==> config.mk <==
export PLATFORM = sky130hd
export DESIGN_NAME = wt_dcache_mem_arbiter_flat
export DESIGN_NICKNAME = d
export VERILOG_FILES = /design/src/rtl/wt_dcache_mem_arbiter_pkg.sv /design/src/rtl/wt_dcache_mem_arbiter_if.sv /design/src/rtl/wt_dcache_mem_arbiter_rr_arb_onehot.sv /design/src/rtl/wt_dcache_mem_arbiter.sv /design/src/flat_wrapper.sv
export SDC_FILE = /design/constraint.sdc
export NUM_CORES = 1
export LEC_CHECK = 0
export ABC_CLOCK_PERIOD_IN_PS = 19200
export CAP_MARGIN = 5
export CORE_AREA = 2 2 268 270
export CTS_CLUSTER_SIZE = 12
export DETAILED_ROUTE_END_ITERATION = 10
export DIE_AREA = 0 0 270 272
export GPL_TIMING_DRIVEN = 1
export PLACE_DENSITY = 0.36
export SLEW_MARGIN = 20
export SYNTH_ARGS = -nofsm -noshare
export SYNTH_HDL_FRONTEND = slang
export SYNTH_SLANG_ARGS = --single-unit
==> constraint.sdc <==
create_clock -name clk_i -period 19.2 [get_ports clk_i]
set_clock_uncertainty 0.05 [all_clocks]
set_input_delay 5.76 -clock clk_i [delete_from_list [all_inputs] [get_ports clk_i]]
set_output_delay 5.76 -clock clk_i [all_outputs]
set_load 0.01 [all_outputs]
==> src/rtl/wt_dcache_mem_arbiter_pkg.sv <==
// rtl/wt_dcache_mem_arbiter_pkg.sv - shared sizes, request/response types and free-TID helper
package wt_dcache_mem_arbiter_pkg;

  localparam int unsigned NumPortsDef    = 3;
  localparam int unsigned MemTidWidthDef = 2;
  localparam int unsigned AddrWidthDef   = 64;
  localparam int unsigned DataWidthDef   = 64;
  localparam int unsigned MaxTids        = 2 ** MemTidWidthDef;

  typedef struct packed {
    logic [AddrWidthDef-1:0]   addr;
    logic                      we;
    logic [DataWidthDef-1:0]   wdata;
    logic [DataWidthDef/8-1:0] be;
    logic [MemTidWidthDef-1:0] tid;
  } mem_req_t;

  typedef struct packed {
    logic [MemTidWidthDef-1:0] tid;
    logic [DataWidthDef-1:0]   rdata;
  } mem_rsp_t;

  // Index of the lowest clear bit among the first n bits; 0 when none is clear.
  function automatic int unsigned lowest_zero(input logic [31:0] vec, input int unsigned n);
    int unsigned res;
    res = 0;
    for (int i = 31; i >= 0; i--) begin
      if (i < int'(n) && !vec[5'(i)]) res = unsigned'(i);
    end
    return res;
  endfunction

endpackage

==> src/rtl/wt_dcache_mem_arbiter_if.sv <==
// rtl/wt_dcache_mem_arbiter_if.sv - requester, memory request and memory response bundle
interface wt_dcache_mem_arbiter_if
  import wt_dcache_mem_arbiter_pkg::*;
#(
  parameter int unsigned NumPorts    = NumPortsDef,
  parameter int unsigned MemTidWidth = MemTidWidthDef,
  parameter int unsigned AddrWidth   = AddrWidthDef,
  parameter int unsigned DataWidth   = DataWidthDef
) ();

  logic [NumPorts-1:0]             req_valid_i;
  logic [NumPorts-1:0]             req_ready_o;
  logic [NumPorts*AddrWidth-1:0]   req_addr_i;
  logic [NumPorts-1:0]             req_we_i;
  logic [NumPorts*DataWidth-1:0]   req_wdata_i;
  logic [NumPorts*DataWidth/8-1:0] req_be_i;

  logic                   mem_req_valid_o;
  logic                   mem_req_ready_i;
  logic [AddrWidth-1:0]   mem_req_addr_o;
  logic                   mem_req_we_o;
  logic [DataWidth-1:0]   mem_req_wdata_o;
  logic [DataWidth/8-1:0] mem_req_be_o;
  logic [MemTidWidth-1:0] mem_req_tid_o;

  logic                   mem_rsp_valid_i;
  logic [MemTidWidth-1:0] mem_rsp_tid_i;
  logic [DataWidth-1:0]   mem_rsp_rdata_i;

  logic [NumPorts-1:0]    rsp_valid_o;
  logic [DataWidth-1:0]   rsp_rdata_o;

  modport master (
    input  req_valid_i, req_addr_i, req_we_i, req_wdata_i, req_be_i,
    output req_ready_o,
    output mem_req_valid_o, mem_req_addr_o, mem_req_we_o, mem_req_wdata_o, mem_req_be_o,
    output mem_req_tid_o,
    input  mem_req_ready_i,
    input  mem_rsp_valid_i, mem_rsp_tid_i, mem_rsp_rdata_i,
    output rsp_valid_o, rsp_rdata_o
  );

  modport slave (
    output req_valid_i, req_addr_i, req_we_i, req_wdata_i, req_be_i,
    input  req_ready_o,
    input  mem_req_valid_o, mem_req_addr_o, mem_req_we_o, mem_req_wdata_o, mem_req_be_o,
    input  mem_req_tid_o,
    output mem_req_ready_i,
    output mem_rsp_valid_i, mem_rsp_tid_i, mem_rsp_rdata_i,
    input  rsp_valid_o, rsp_rdata_o
  );

endinterface

==> src/rtl/wt_dcache_mem_arbiter_rr_arb_onehot.sv <==
// rtl/wt_dcache_mem_arbiter_rr_arb_onehot.sv - round-robin one-hot arbiter, pointer moves to the winner on grant
module rr_arb_onehot #(
  parameter int unsigned N        = 3,
  parameter int unsigned IdxWidth = $clog2(N)
) (
  input  logic                clk_i,
  input  logic                rst_i,
  input  logic [N-1:0]        req_i,
  input  logic                en_i,
  output logic [N-1:0]        gnt_o,
  output logic [IdxWidth-1:0] idx_o
);

  logic [IdxWidth-1:0] ptr_q, ptr_d;
  logic [IdxWidth-1:0] cand;
  logic                found;

  always_comb begin
    gnt_o = '0;
    idx_o = '0;
    cand  = '0;
    found = 1'b0;
    ptr_d = ptr_q;
    // Highest priority goes to the port just after the last winner.
    for (int unsigned k = 1; k <= N; k++) begin
      cand = IdxWidth'((32'(ptr_q) + k) % N);
      if (!found && req_i[cand]) begin
        found = 1'b1;
        idx_o = cand;
      end
    end
    if (en_i && found) begin
      gnt_o[idx_o] = 1'b1;
      ptr_d        = idx_o;
    end
  end

  always_ff @(posedge clk_i or posedge rst_i) begin
    if (rst_i) begin
      ptr_q <= IdxWidth'(N - 1);
    end else begin
      ptr_q <= ptr_d;
    end
  end

endmodule

==> src/rtl/wt_dcache_mem_arbiter.sv <==
// rtl/wt_dcache_mem_arbiter.sv - shares one memory request channel between dcache ports, routes responses by TID
module wt_dcache_mem_arbiter
  import wt_dcache_mem_arbiter_pkg::*;
#(
  parameter int unsigned NumPorts    = NumPortsDef,
  parameter int unsigned MemTidWidth = MemTidWidthDef,
  parameter int unsigned AddrWidth   = AddrWidthDef,
  parameter int unsigned DataWidth   = DataWidthDef
) (
  input  logic                           clk_i,
  input  logic                           rst_i,
  wt_dcache_mem_arbiter_if.master        bus,
  input  logic                           quiesce_i,
  output logic                           idle_o,
  output logic                           spurious_rsp_o
);

  localparam int unsigned NumTids  = 2 ** MemTidWidth;
  localparam int unsigned IdxWidth = $clog2(NumPorts);
  localparam int unsigned BeWidth  = DataWidth / 8;

  typedef struct packed {
    logic [AddrWidth-1:0]   addr;
    logic                   we;
    logic [DataWidth-1:0]   wdata;
    logic [BeWidth-1:0]     be;
    logic [MemTidWidth-1:0] tid;
  } out_req_t;

  out_req_t            out_q, out_d;
  logic                out_valid_q, out_valid_d;
  logic [NumTids-1:0]  tid_busy_q, tid_busy_d;
  logic [IdxWidth-1:0] tid_owner_q [NumTids];
  logic [IdxWidth-1:0] tid_owner_d [NumTids];

  logic [AddrWidth-1:0] port_addr  [NumPorts];
  logic [DataWidth-1:0] port_wdata [NumPorts];
  logic [BeWidth-1:0]   port_be    [NumPorts];

  logic                   drain;
  logic                   tid_avail;
  logic                   grant_en;
  logic                   grant;
  logic [MemTidWidth-1:0] free_tid;
  logic [NumPorts-1:0]    gnt;
  logic [IdxWidth-1:0]    gnt_idx;
  logic                   rsp_hit;
  logic [NumPorts-1:0]    rsp_valid;

  for (genvar p = 0; p < NumPorts; p++) begin : g_port
    assign port_addr[p]  = bus.req_addr_i[p*AddrWidth +: AddrWidth];
    assign port_wdata[p] = bus.req_wdata_i[p*DataWidth +: DataWidth];
    assign port_be[p]    = bus.req_be_i[p*BeWidth +: BeWidth];
  end

  // A slot opens when the register is empty or hands its request over this cycle.
  assign drain     = out_valid_q & bus.mem_req_ready_i;
  assign tid_avail = ~&tid_busy_q;
  assign grant_en  = ~rst_i & ~quiesce_i & tid_avail & (~out_valid_q | drain);
  assign grant     = |gnt;
  assign free_tid  = MemTidWidth'(lowest_zero(32'(tid_busy_q), NumTids));

  rr_arb_onehot #(
    .N (NumPorts)
  ) u_rr_arb (
    .clk_i (clk_i),
    .rst_i (rst_i),
    .req_i (bus.req_valid_i),
    .en_i  (grant_en),
    .gnt_o (gnt),
    .idx_o (gnt_idx)
  );

  assign bus.req_ready_o = gnt;

  always_comb begin
    out_d       = out_q;
    out_valid_d = out_valid_q;
    if (grant) begin
      out_valid_d = 1'b1;
      out_d.addr  = port_addr[gnt_idx];
      out_d.we    = bus.req_we_i[gnt_idx];
      out_d.wdata = port_wdata[gnt_idx];
      out_d.be    = port_be[gnt_idx];
      out_d.tid   = free_tid;
    end else if (drain) begin
      out_valid_d = 1'b0;
    end
  end

  assign rsp_hit        = ~rst_i & bus.mem_rsp_valid_i & tid_busy_q[bus.mem_rsp_tid_i];
  assign spurious_rsp_o = ~rst_i & bus.mem_rsp_valid_i & ~tid_busy_q[bus.mem_rsp_tid_i];

  always_comb begin
    rsp_valid = '0;
    if (rsp_hit) rsp_valid[tid_owner_q[bus.mem_rsp_tid_i]] = 1'b1;
  end

  // A freed TID only becomes allocatable next cycle because free_tid looks at the registered state.
  always_comb begin
    tid_busy_d  = tid_busy_q;
    tid_owner_d = tid_owner_q;
    if (rsp_hit) tid_busy_d[bus.mem_rsp_tid_i] = 1'b0;
    if (grant) begin
      tid_busy_d[free_tid]  = 1'b1;
      tid_owner_d[free_tid] = gnt_idx;
    end
  end

  always_ff @(posedge clk_i or posedge rst_i) begin
    if (rst_i) begin
      out_q       <= '0;
      out_valid_q <= 1'b0;
      tid_busy_q  <= '0;
      tid_owner_q <= '{default: '0};
    end else begin
      out_q       <= out_d;
      out_valid_q <= out_valid_d;
      tid_busy_q  <= tid_busy_d;
      tid_owner_q <= tid_owner_d;
    end
  end

  assign bus.mem_req_valid_o = out_valid_q;
  assign bus.mem_req_addr_o  = out_q.addr;
  assign bus.mem_req_we_o    = out_q.we;
  assign bus.mem_req_wdata_o = out_q.wdata;
  assign bus.mem_req_be_o    = out_q.be;
  assign bus.mem_req_tid_o   = out_q.tid;
  assign bus.rsp_valid_o     = rsp_valid;
  assign bus.rsp_rdata_o     = bus.mem_rsp_rdata_i;
  assign idle_o              = ~|tid_busy_q & ~out_valid_q;

endmodule

==> src/flat_wrapper.sv <==
// flat-port wrapper written by rule: the top's interface ports become plain ports
module wt_dcache_mem_arbiter_flat import wt_dcache_mem_arbiter_pkg::*;
#(
  parameter int unsigned NumPorts    = NumPortsDef,
  parameter int unsigned MemTidWidth = MemTidWidthDef,
  parameter int unsigned AddrWidth   = AddrWidthDef,
  parameter int unsigned DataWidth   = DataWidthDef
)
  (clk_i, rst_i, quiesce_i, idle_o, spurious_rsp_o, bus_req_valid_i, bus_req_addr_i, bus_req_we_i, bus_req_wdata_i, bus_req_be_i, bus_req_ready_o, bus_mem_req_valid_o, bus_mem_req_addr_o, bus_mem_req_we_o, bus_mem_req_wdata_o, bus_mem_req_be_o, bus_mem_req_tid_o, bus_mem_req_ready_i, bus_mem_rsp_valid_i, bus_mem_rsp_tid_i, bus_mem_rsp_rdata_i, bus_rsp_valid_o, bus_rsp_rdata_o);
  wt_dcache_mem_arbiter_if #(.NumPorts(NumPorts), .MemTidWidth(MemTidWidth), .AddrWidth(AddrWidth), .DataWidth(DataWidth)) bus_i ();
  input  logic clk_i;
  input  logic rst_i;
  input  logic quiesce_i;
  output logic idle_o;
  output logic spurious_rsp_o;
  input wire logic [$bits(bus_i.req_valid_i)-1:0] bus_req_valid_i;
  input wire logic [$bits(bus_i.req_addr_i)-1:0] bus_req_addr_i;
  input wire logic [$bits(bus_i.req_we_i)-1:0] bus_req_we_i;
  input wire logic [$bits(bus_i.req_wdata_i)-1:0] bus_req_wdata_i;
  input wire logic [$bits(bus_i.req_be_i)-1:0] bus_req_be_i;
  output wire logic [$bits(bus_i.req_ready_o)-1:0] bus_req_ready_o;
  output wire logic [$bits(bus_i.mem_req_valid_o)-1:0] bus_mem_req_valid_o;
  output wire logic [$bits(bus_i.mem_req_addr_o)-1:0] bus_mem_req_addr_o;
  output wire logic [$bits(bus_i.mem_req_we_o)-1:0] bus_mem_req_we_o;
  output wire logic [$bits(bus_i.mem_req_wdata_o)-1:0] bus_mem_req_wdata_o;
  output wire logic [$bits(bus_i.mem_req_be_o)-1:0] bus_mem_req_be_o;
  output wire logic [$bits(bus_i.mem_req_tid_o)-1:0] bus_mem_req_tid_o;
  input wire logic [$bits(bus_i.mem_req_ready_i)-1:0] bus_mem_req_ready_i;
  input wire logic [$bits(bus_i.mem_rsp_valid_i)-1:0] bus_mem_rsp_valid_i;
  input wire logic [$bits(bus_i.mem_rsp_tid_i)-1:0] bus_mem_rsp_tid_i;
  input wire logic [$bits(bus_i.mem_rsp_rdata_i)-1:0] bus_mem_rsp_rdata_i;
  output wire logic [$bits(bus_i.rsp_valid_o)-1:0] bus_rsp_valid_o;
  output wire logic [$bits(bus_i.rsp_rdata_o)-1:0] bus_rsp_rdata_o;
  assign bus_i.req_valid_i = bus_req_valid_i;
  assign bus_i.req_addr_i = bus_req_addr_i;
  assign bus_i.req_we_i = bus_req_we_i;
  assign bus_i.req_wdata_i = bus_req_wdata_i;
  assign bus_i.req_be_i = bus_req_be_i;
  assign bus_req_ready_o = bus_i.req_ready_o;
  assign bus_mem_req_valid_o = bus_i.mem_req_valid_o;
  assign bus_mem_req_addr_o = bus_i.mem_req_addr_o;
  assign bus_mem_req_we_o = bus_i.mem_req_we_o;
  assign bus_mem_req_wdata_o = bus_i.mem_req_wdata_o;
  assign bus_mem_req_be_o = bus_i.mem_req_be_o;
  assign bus_mem_req_tid_o = bus_i.mem_req_tid_o;
  assign bus_i.mem_req_ready_i = bus_mem_req_ready_i;
  assign bus_i.mem_rsp_valid_i = bus_mem_rsp_valid_i;
  assign bus_i.mem_rsp_tid_i = bus_mem_rsp_tid_i;
  assign bus_i.mem_rsp_rdata_i = bus_mem_rsp_rdata_i;
  assign bus_rsp_valid_o = bus_i.rsp_valid_o;
  assign bus_rsp_rdata_o = bus_i.rsp_rdata_o;
  wt_dcache_mem_arbiter #(.NumPorts(NumPorts), .MemTidWidth(MemTidWidth), .AddrWidth(AddrWidth), .DataWidth(DataWidth)) u_core (.clk_i(clk_i), .rst_i(rst_i), .bus(bus_i), .quiesce_i(quiesce_i), .idle_o(idle_o), .spurious_rsp_o(spurious_rsp_o));
endmodule
======== Yosys cells after proc, flatten, opt, wreduce, memory -nomap -nowiden ========
Index checks and enable logic that the tools add are counted.
word-level totals
  flip-flop bits (word level) ............. 154
  output and inout port bits .............. 212
  bits of input ports ..................... 485
  logic and storage cells ................. 117
operators by class
  mux-type cells .......................... 49
  add/sub/neg operators ................... 3
  bitwise logic cells ..................... 19
  order comparisons ....................... 15
  divide/modulo/power cells ............... 3
  reduce and logical (&&, ||, !) cells .... 16
operator list
  kind                                                                count
  binary-select mux 64 bit (select 2 bit)                             2
  two-way mux 64 bit                                                  4
  remainder unit 32 x 2 -> 32 bit (second input constant)             3
  < comparator 2 x 3 -> 1 bit (second input constant)                 7
  two-way mux 2 bit                                                   10
  binary-select mux 8 bit (select 2 bit)                              1
  two-way mux 8 bit                                                   2
  two-way mux 1 bit                                                   14
  binary-select mux 1 bit (select 2 bit)                              5
  greater-or-equal comparator 3 bit (second input constant)           3
  NOT 2 -> 3 bit                                                      3
  AND 1 bit                                                           8
  bitwise mux 8 bit                                                   1
  demux 1 bit (select 2 bit)                                          4
  greater-or-equal comparator 2 x 1 -> 1 bit (second input constant)  4
  logical AND 1 bit                                                   8
  two-way mux 4 bit                                                   2
  adder 2 x 2 -> 3 bit (second input constant)                        2
  two-way mux 3 bit                                                   2
  AND 4 bit                                                           1
  binary-select mux 2 bit (select 2 bit)                              1
  demux 2 bit (select 2 bit)                                          1
  zero test 1 bit                                                     4
  NOT 1 bit                                                           4
  9 further kinds                                                     9

======== Depth between registers and ports, before layout ========
  depth in word-level cells ............... 18
  gate-level depth with buffers ........... 11
  mapped depth without buffers ............ 8

======== Hierarchy ========
From an unflattened synthesis, not the netlist that was laid out.
second synthesis, totals
  cells, all modules ...................... 948
  area, all modules ....................... 9419.0 um2
modules (own cells, without submodules)
  module                 cells an instance  instances  area an instance (um2)  seq. area each (um2)
  wt_dcache_mem_arbiter  901                1          9058.7                  3803.6
  rr_arb_onehot          47                 1          360.3                   51.3

======== Worst setup path after synthesis ========
OpenSTA, ideal clock, no wires.
  path type ............................... input to output
  start ................................... input rst_i
  end ..................................... output spurious_rsp_o
  stages .................................. 3
  data required time ...................... 13390 ps
  setup slack ............................. 3815 ps
  buffers on the path ..................... 0
  arrival time ............................ 9575 ps
  cells stage by stage .................... inv_1 nand2_1 nor2_1
on the way
  longest elaborated chain between the ends .. 3
ends and longest elaborated chain
  element                 line                         text
  from (decl)             flat_wrapper.sv:12           input logic rst_i;
  NOT 1 bit               wt_dcache_mem_arbiter.sv:92  assign spurious_rsp_o = ~rst_i & bus.mem_rsp_valid_i & ~tid_busy_q[bus.mem_rsp_tid_i];
  AND 1 bit (2 in a row)  wt_dcache_mem_arbiter.sv:92
  to (decl)               flat_wrapper.sv:15           output logic spurious_rsp_o;
Every way passes these cells.

======== Worst setup path after layout ========
  start ................................... input bus_req_valid_i[1]
  end ..................................... output bus_req_ready_o[1]
on the way
  longest elaborated chain between the ends .. 14
  elaborated cells on any way between the ends .. 23
  classes of those cells .................. 2 x order compare; 15 x mux; 6 x reduce/logical
ends and longest elaborated chain
  element                                                                                                          line                                       text
  from (decl)                                                                                                      flat_wrapper.sv:16                         input wire logic [$bits(bus_i.req_valid_i)-1:0] bus_req_valid_i;
  binary-select mux 1 bit (select 2 bit)                                                                           wt_dcache_mem_arbiter_rr_arb_onehot.sv:27  if (!found && req_i[cand]) begin
  two-way mux 1 bit (implied by the code)                                                                          wt_dcache_mem_arbiter_rr_arb_onehot.sv:27
  two-way mux 1 bit                                                                                                wt_dcache_mem_arbiter_rr_arb_onehot.sv:27
  zero test 1 bit                                                                                                  wt_dcache_mem_arbiter_rr_arb_onehot.sv:27
  logical AND 1 bit                                                                                                wt_dcache_mem_arbiter_rr_arb_onehot.sv:27
  two-way mux 1 bit                                                                                                wt_dcache_mem_arbiter_rr_arb_onehot.sv:27
  zero test 1 bit                                                                                                  wt_dcache_mem_arbiter_rr_arb_onehot.sv:27
  logical AND 1 bit                                                                                                wt_dcache_mem_arbiter_rr_arb_onehot.sv:27
  two-way mux 2 bit                                                                                                wt_dcache_mem_arbiter_rr_arb_onehot.sv:27
  < comparator 2 x 3 -> 1 bit (implied by the code) or greater-or-equal comparator 2 x 1 -> 1 bit (tied branches)  wt_dcache_mem_arbiter_rr_arb_onehot.sv:33  gnt_o[idx_o] = 1'b1;
  logical AND 1 bit (implied by the code)                                                                          wt_dcache_mem_arbiter_rr_arb_onehot.sv:33
  two-way mux 1 bit (implied by the code)                                                                          wt_dcache_mem_arbiter_rr_arb_onehot.sv:33
  demux 1 bit (select 2 bit)                                                                                       wt_dcache_mem_arbiter_rr_arb_onehot.sv:33
  two-way mux 3 bit (*)                                                                                            wt_dcache_mem_arbiter_rr_arb_onehot.sv:32  if (en_i && found) begin
  to (decl)                                                                                                        flat_wrapper.sv:21                         output wire logic [$bits(bus_i.req_ready_o)-1:0] bus_req_ready_o;
Mark *: on every way between the ends. The rest lies on a longest branch, timed or not. The select of a mux whose other input is x is not followed.

==> results.py <==
metrics = {
    "run_status": {
        "status": "complete, no violations",
    },
    "cts": {
        "postCtsSetupBuffers": 0,
        "path_clk_slew_ns": 0.07,
        "ctsHoldBuffers": 0,
        "tritoncts": "yes",
        "cts_sinks": 154,
        "ctsResizeCount": 0,
        "clock_tree.htree_level_count": 4,
        "root_buffer": "clkbuf_16",
        "numCtsBuffers": 17,
        "clk_latency_ns": 0.48,
        "cts_max_path_buffers": 2,
    },
    "cells_and_area": {
        "fill_cells": 7704,
        "num-nets-final": 2036,
        "area_delta_synth_final_pct": 67.0,
        "stdcell_count": 2515,
        "drive_gt1_share_pct": 4.74,
    },
    "sta": {
        "setup_tns_ns": 0,
        "period_share_pct": 75.9,
        "setup_viol": 0,
        "hold_violations": 0,
        "post-route-min-period_ns": 14.58,
        "max_slew_margin_pct": 34.8,
        "max_freq_mhz": 68.6,
        "setup_slack_ns": 4.62,
        "grt_setup_unrepaired": "no",
        "worst_pin_slew_ns": 0.979,
        "slew_violations": 0,
    },
    "global_routing": {
        "gr-usage-all-layers_pct": 14.4,
        "grt_remaining_overflow": 0,
        "grt_pass1_wl_um": 79100,
        "grt_pass1_vias": 11300,
        "antenna_found_initial": 7,
        "grt_max_degree": 75,
    },
    "placement": {
        "io_buffers": 568,
        "dp.cells": 2478,
        "gp_congestion": 0.838,
        "pre_cts_slack_ns": 4.54,
        "dp_hpwl_um": 38700,
    },
    "detailed_routing": {
        "route.detailed.drc": 0,
        "first_iter_violations": 548,
        "firstDrtPassIters": 5,
        "viasPerCell": 4.24,
        "wire_per_inst_um": 21.8,
        "wirelength_um": 54800,
        "drt.antenna.violating_nets": 0,
        "vias": 10700,
    },
    "die": {
        "dieArea_um2": 73400,
        "start_util_pct": 14.1,
        "die_y_um": 272,
        "coreArea_um2": 70800,
        "fp.dieW_um": 270,
        "row_count": 98,
        "ios": 697,
    },
    "synth": {
        "ys_types": 49,
        "synth_edf_count": 0,
        "syn_nets": 1619,
        "synth_seq_cells": 154,
        "synth_area_um2": 9960,
        "syn_inst": 1130,
        "yosysTopAreaCellShare_pct": 38.4,
        "yosysWarnings": 0,
        "synthArstFlopShare_pct": 100,
        "syn_area_per_cell_um2": 8.81,
        "synth_area_leaders": "dfrtp_1 38%, o32ai_1 12%, a211oi_1 10%",
        "synth_area_leader_cell": "dfrtp_1",
        "synth_seq_area_share_pct": 38.7,
        "synth_flop_cell": "dfrtp_1",
    },
    "setup_path": {
        "crit_fanout": 72,
        "rrSetupSlack_ns": 14.04,
        "path_class": "in2out",
        "cp.required_ns": 13.39,
        "r2r_end": "u_core.bus.mem_req_addr_o[32]$_DFFE_PP0P_",
        "crit_path_end_kind": "output port",
        "r2r_start": "u_core.u_rr_arb.ptr_q[0]$_DFFE_PP0P_",
        "arrival_ns": 8.77,
        "worstRegToRegCells": 11,
        "start_kind": "input port",
    },
    "power": {
        "power_density_nw_per_um2": 178,
        "ir_drop_mv": 0.170,
        "p_leak_nw": 6.52,
    },
    "hold_path": {
        "min_to": "u_core.bus.mem_req_tid_o[0]$_DFFE_PP0P_",
        "hold_path.class": "reg2reg",
        "hold_path.startpoint": "u_core.bus.mem_req_tid_o[0]$_DFFE_PP0P_",
        "hold_depth": 1,
    },
    "job": {
        "cap_violations": 0,
    },
}
report_power, final:
| part | switching (mW) | leakage, nW | internal (mW) |
|---|---|---|---|
| Clock | 0.169 | 0.308 | 0.226 |
| Combinational | 1.22 | 4.30 | 0.751 |
| Sequential | 0.0989 | 1.90 | 0.489 |
per-layer routing:
layer | share of wire [%] | track usage, % | routed length [um] | vias to the layer above
met3 | 5.7 | 3.81 | 3130 | 66
met1 | 42 | 17.2 | 22800 | 5255
met4 | 2.2 | 5.04 | 1230 | 4
met2 | 50 | 24.8 | 27600 | 354
met5 | 0.049 | 0 | 27 | -
li1 | - | - | - | 4980
synth_stat cells, types with 2 or more instances:
| cell type | instances |
|---|---|
| nor3b_1 | 2 |
| o21ai_0 | 140 |
| and3b_1 | 2 |
| a21boi_0 | 2 |
| nor2b_1 | 4 |
| o211ai_2 | 2 |
| mux4_2 | 3 |
| nand3b_1 | 4 |
| inv_1 | 142 |
| and3_1 | 138 |
| a211oi_1 | 137 |
| buf_4 | 74 |
| o211ai_1 | 3 |
| o21ai_2 | 2 |
| o32ai_1 | 137 |
| dfrtp_1 | 153 |
| clkbuf_1 | 72 |
| nand2_1 | 17 |
| nor3_1 | 2 |
| nor2_1 | 10 |
| a31oi_1 | 4 |
| mux2_2 | 5 |
| ha_1 | 4 |
| buf_2 | 39 |
| mux2i_1 | 4 |
| nand3_1 | 3 |
| mux2_1 | 2 |
| nand2b_1 | 2 |
worst max-delay path: stages:
cell and delay (ns):
clkdlybuf4s50_1 0.59, mux2i_1 0.18, o211ai_2 0.29, a21o_4 0.64, nand2_4 0.46, nor2_1 0.21, clkdlybuf4s50_1 0.61
area by class of cell:
class | count | area (um2) | area share [%]
Sequential cell | 154 | 3850 | 23.2
Clock inverter | 12 | 184 | 1.11
Antenna cell | 5 | 12.5 | 0.0752
Timing Repair Buffer | 585 | 5810 | 34.9
Multi-Input combinational cell | 647 | 4590 | 27.6
Tap cell | 950 | 1190 | 7.15
Inverter | 142 | 538 | 3.23
Clock buffer | 20 | 457 | 2.75
cells in the final DEF (no fill, tap or decap), types with 5 or more instances in the layout:
cell type,Yosys,layout
nand2_1,17,16
nor2_1,10,9
diode_2,0,5
clkdlybuf4s50_1,0,568
inv_6,0,5
mux2_2,5,5
o21ai_0,140,140
clkbuf_16,0,17
dfrtp_1,153,153
buf_4,74,17
o32ai_1,137,137
and3_1,138,138
inv_1,142,141
a211oi_1,137,137
per-stage QoR:
stage	hold slack [ns]	power (mW)	utilization (%)	cell area (um2)
floorplan	0.409	1.71	-	9960
global placement	0.449	2.60	22.6	16000
detailed placement	0.454	2.60	22.6	16000
CTS	0.473	3.01	23.5	16600
global route	0.485	3.17	23.5	16600
finish	0.466	2.95	23.5	16600
registers in the layout (all words and copies together), names as in the netlist:
signal	cells
u_core.bus.mem_req_we_o	1
u_core.bus.mem_req_tid_o	2
u_core.tid_busy_q	4
u_core.u_rr_arb.ptr_q	2
u_core.bus.mem_req_be_o	8
u_core.bus.mem_req_wdata_o	64
u_core.bus.mem_req_addr_o	64
u_core.bus.mem_req_valid_o	1
u_core.tid_owner_q	8
worst max-delay path by stage:
stage	from	to	slack, ns	depth (start not counted)
floorplan	rst_i	spurious_rsp_o	3.82	3
global placement	bus_req_valid_i[1]	bus_req_ready_o[1]	4.61	7
detailed placement	bus_req_valid_i[1]	bus_req_ready_o[1]	4.54	7
CTS	bus_req_valid_i[1]	bus_req_ready_o[1]	4.54	7
global route	bus_req_valid_i[1]	bus_req_ready_o[1]	4.41	7
finish	bus_req_valid_i[1]	bus_req_ready_o[1]	4.62	7
cell families (layout without fill, tap and decap cells):
family / count (synthesis) / count (layout) / synth area share [%]
AO/OA/AOI/OAI: 440 / 440 / 31.9
flip-flops: 154 / 154 / 38.7
multiplexers: 14 / 14 / 1.87
AND/OR/NAND/NOR: 189 / 189 / 11.3
buffers and inverters: 329 / 759 / 15.8
other: 0 / 5 / 0
adder cells (fa/ha/maj): 4 / 4 / 0.503
Note: power is estimated with default switching activity, not from simulation.
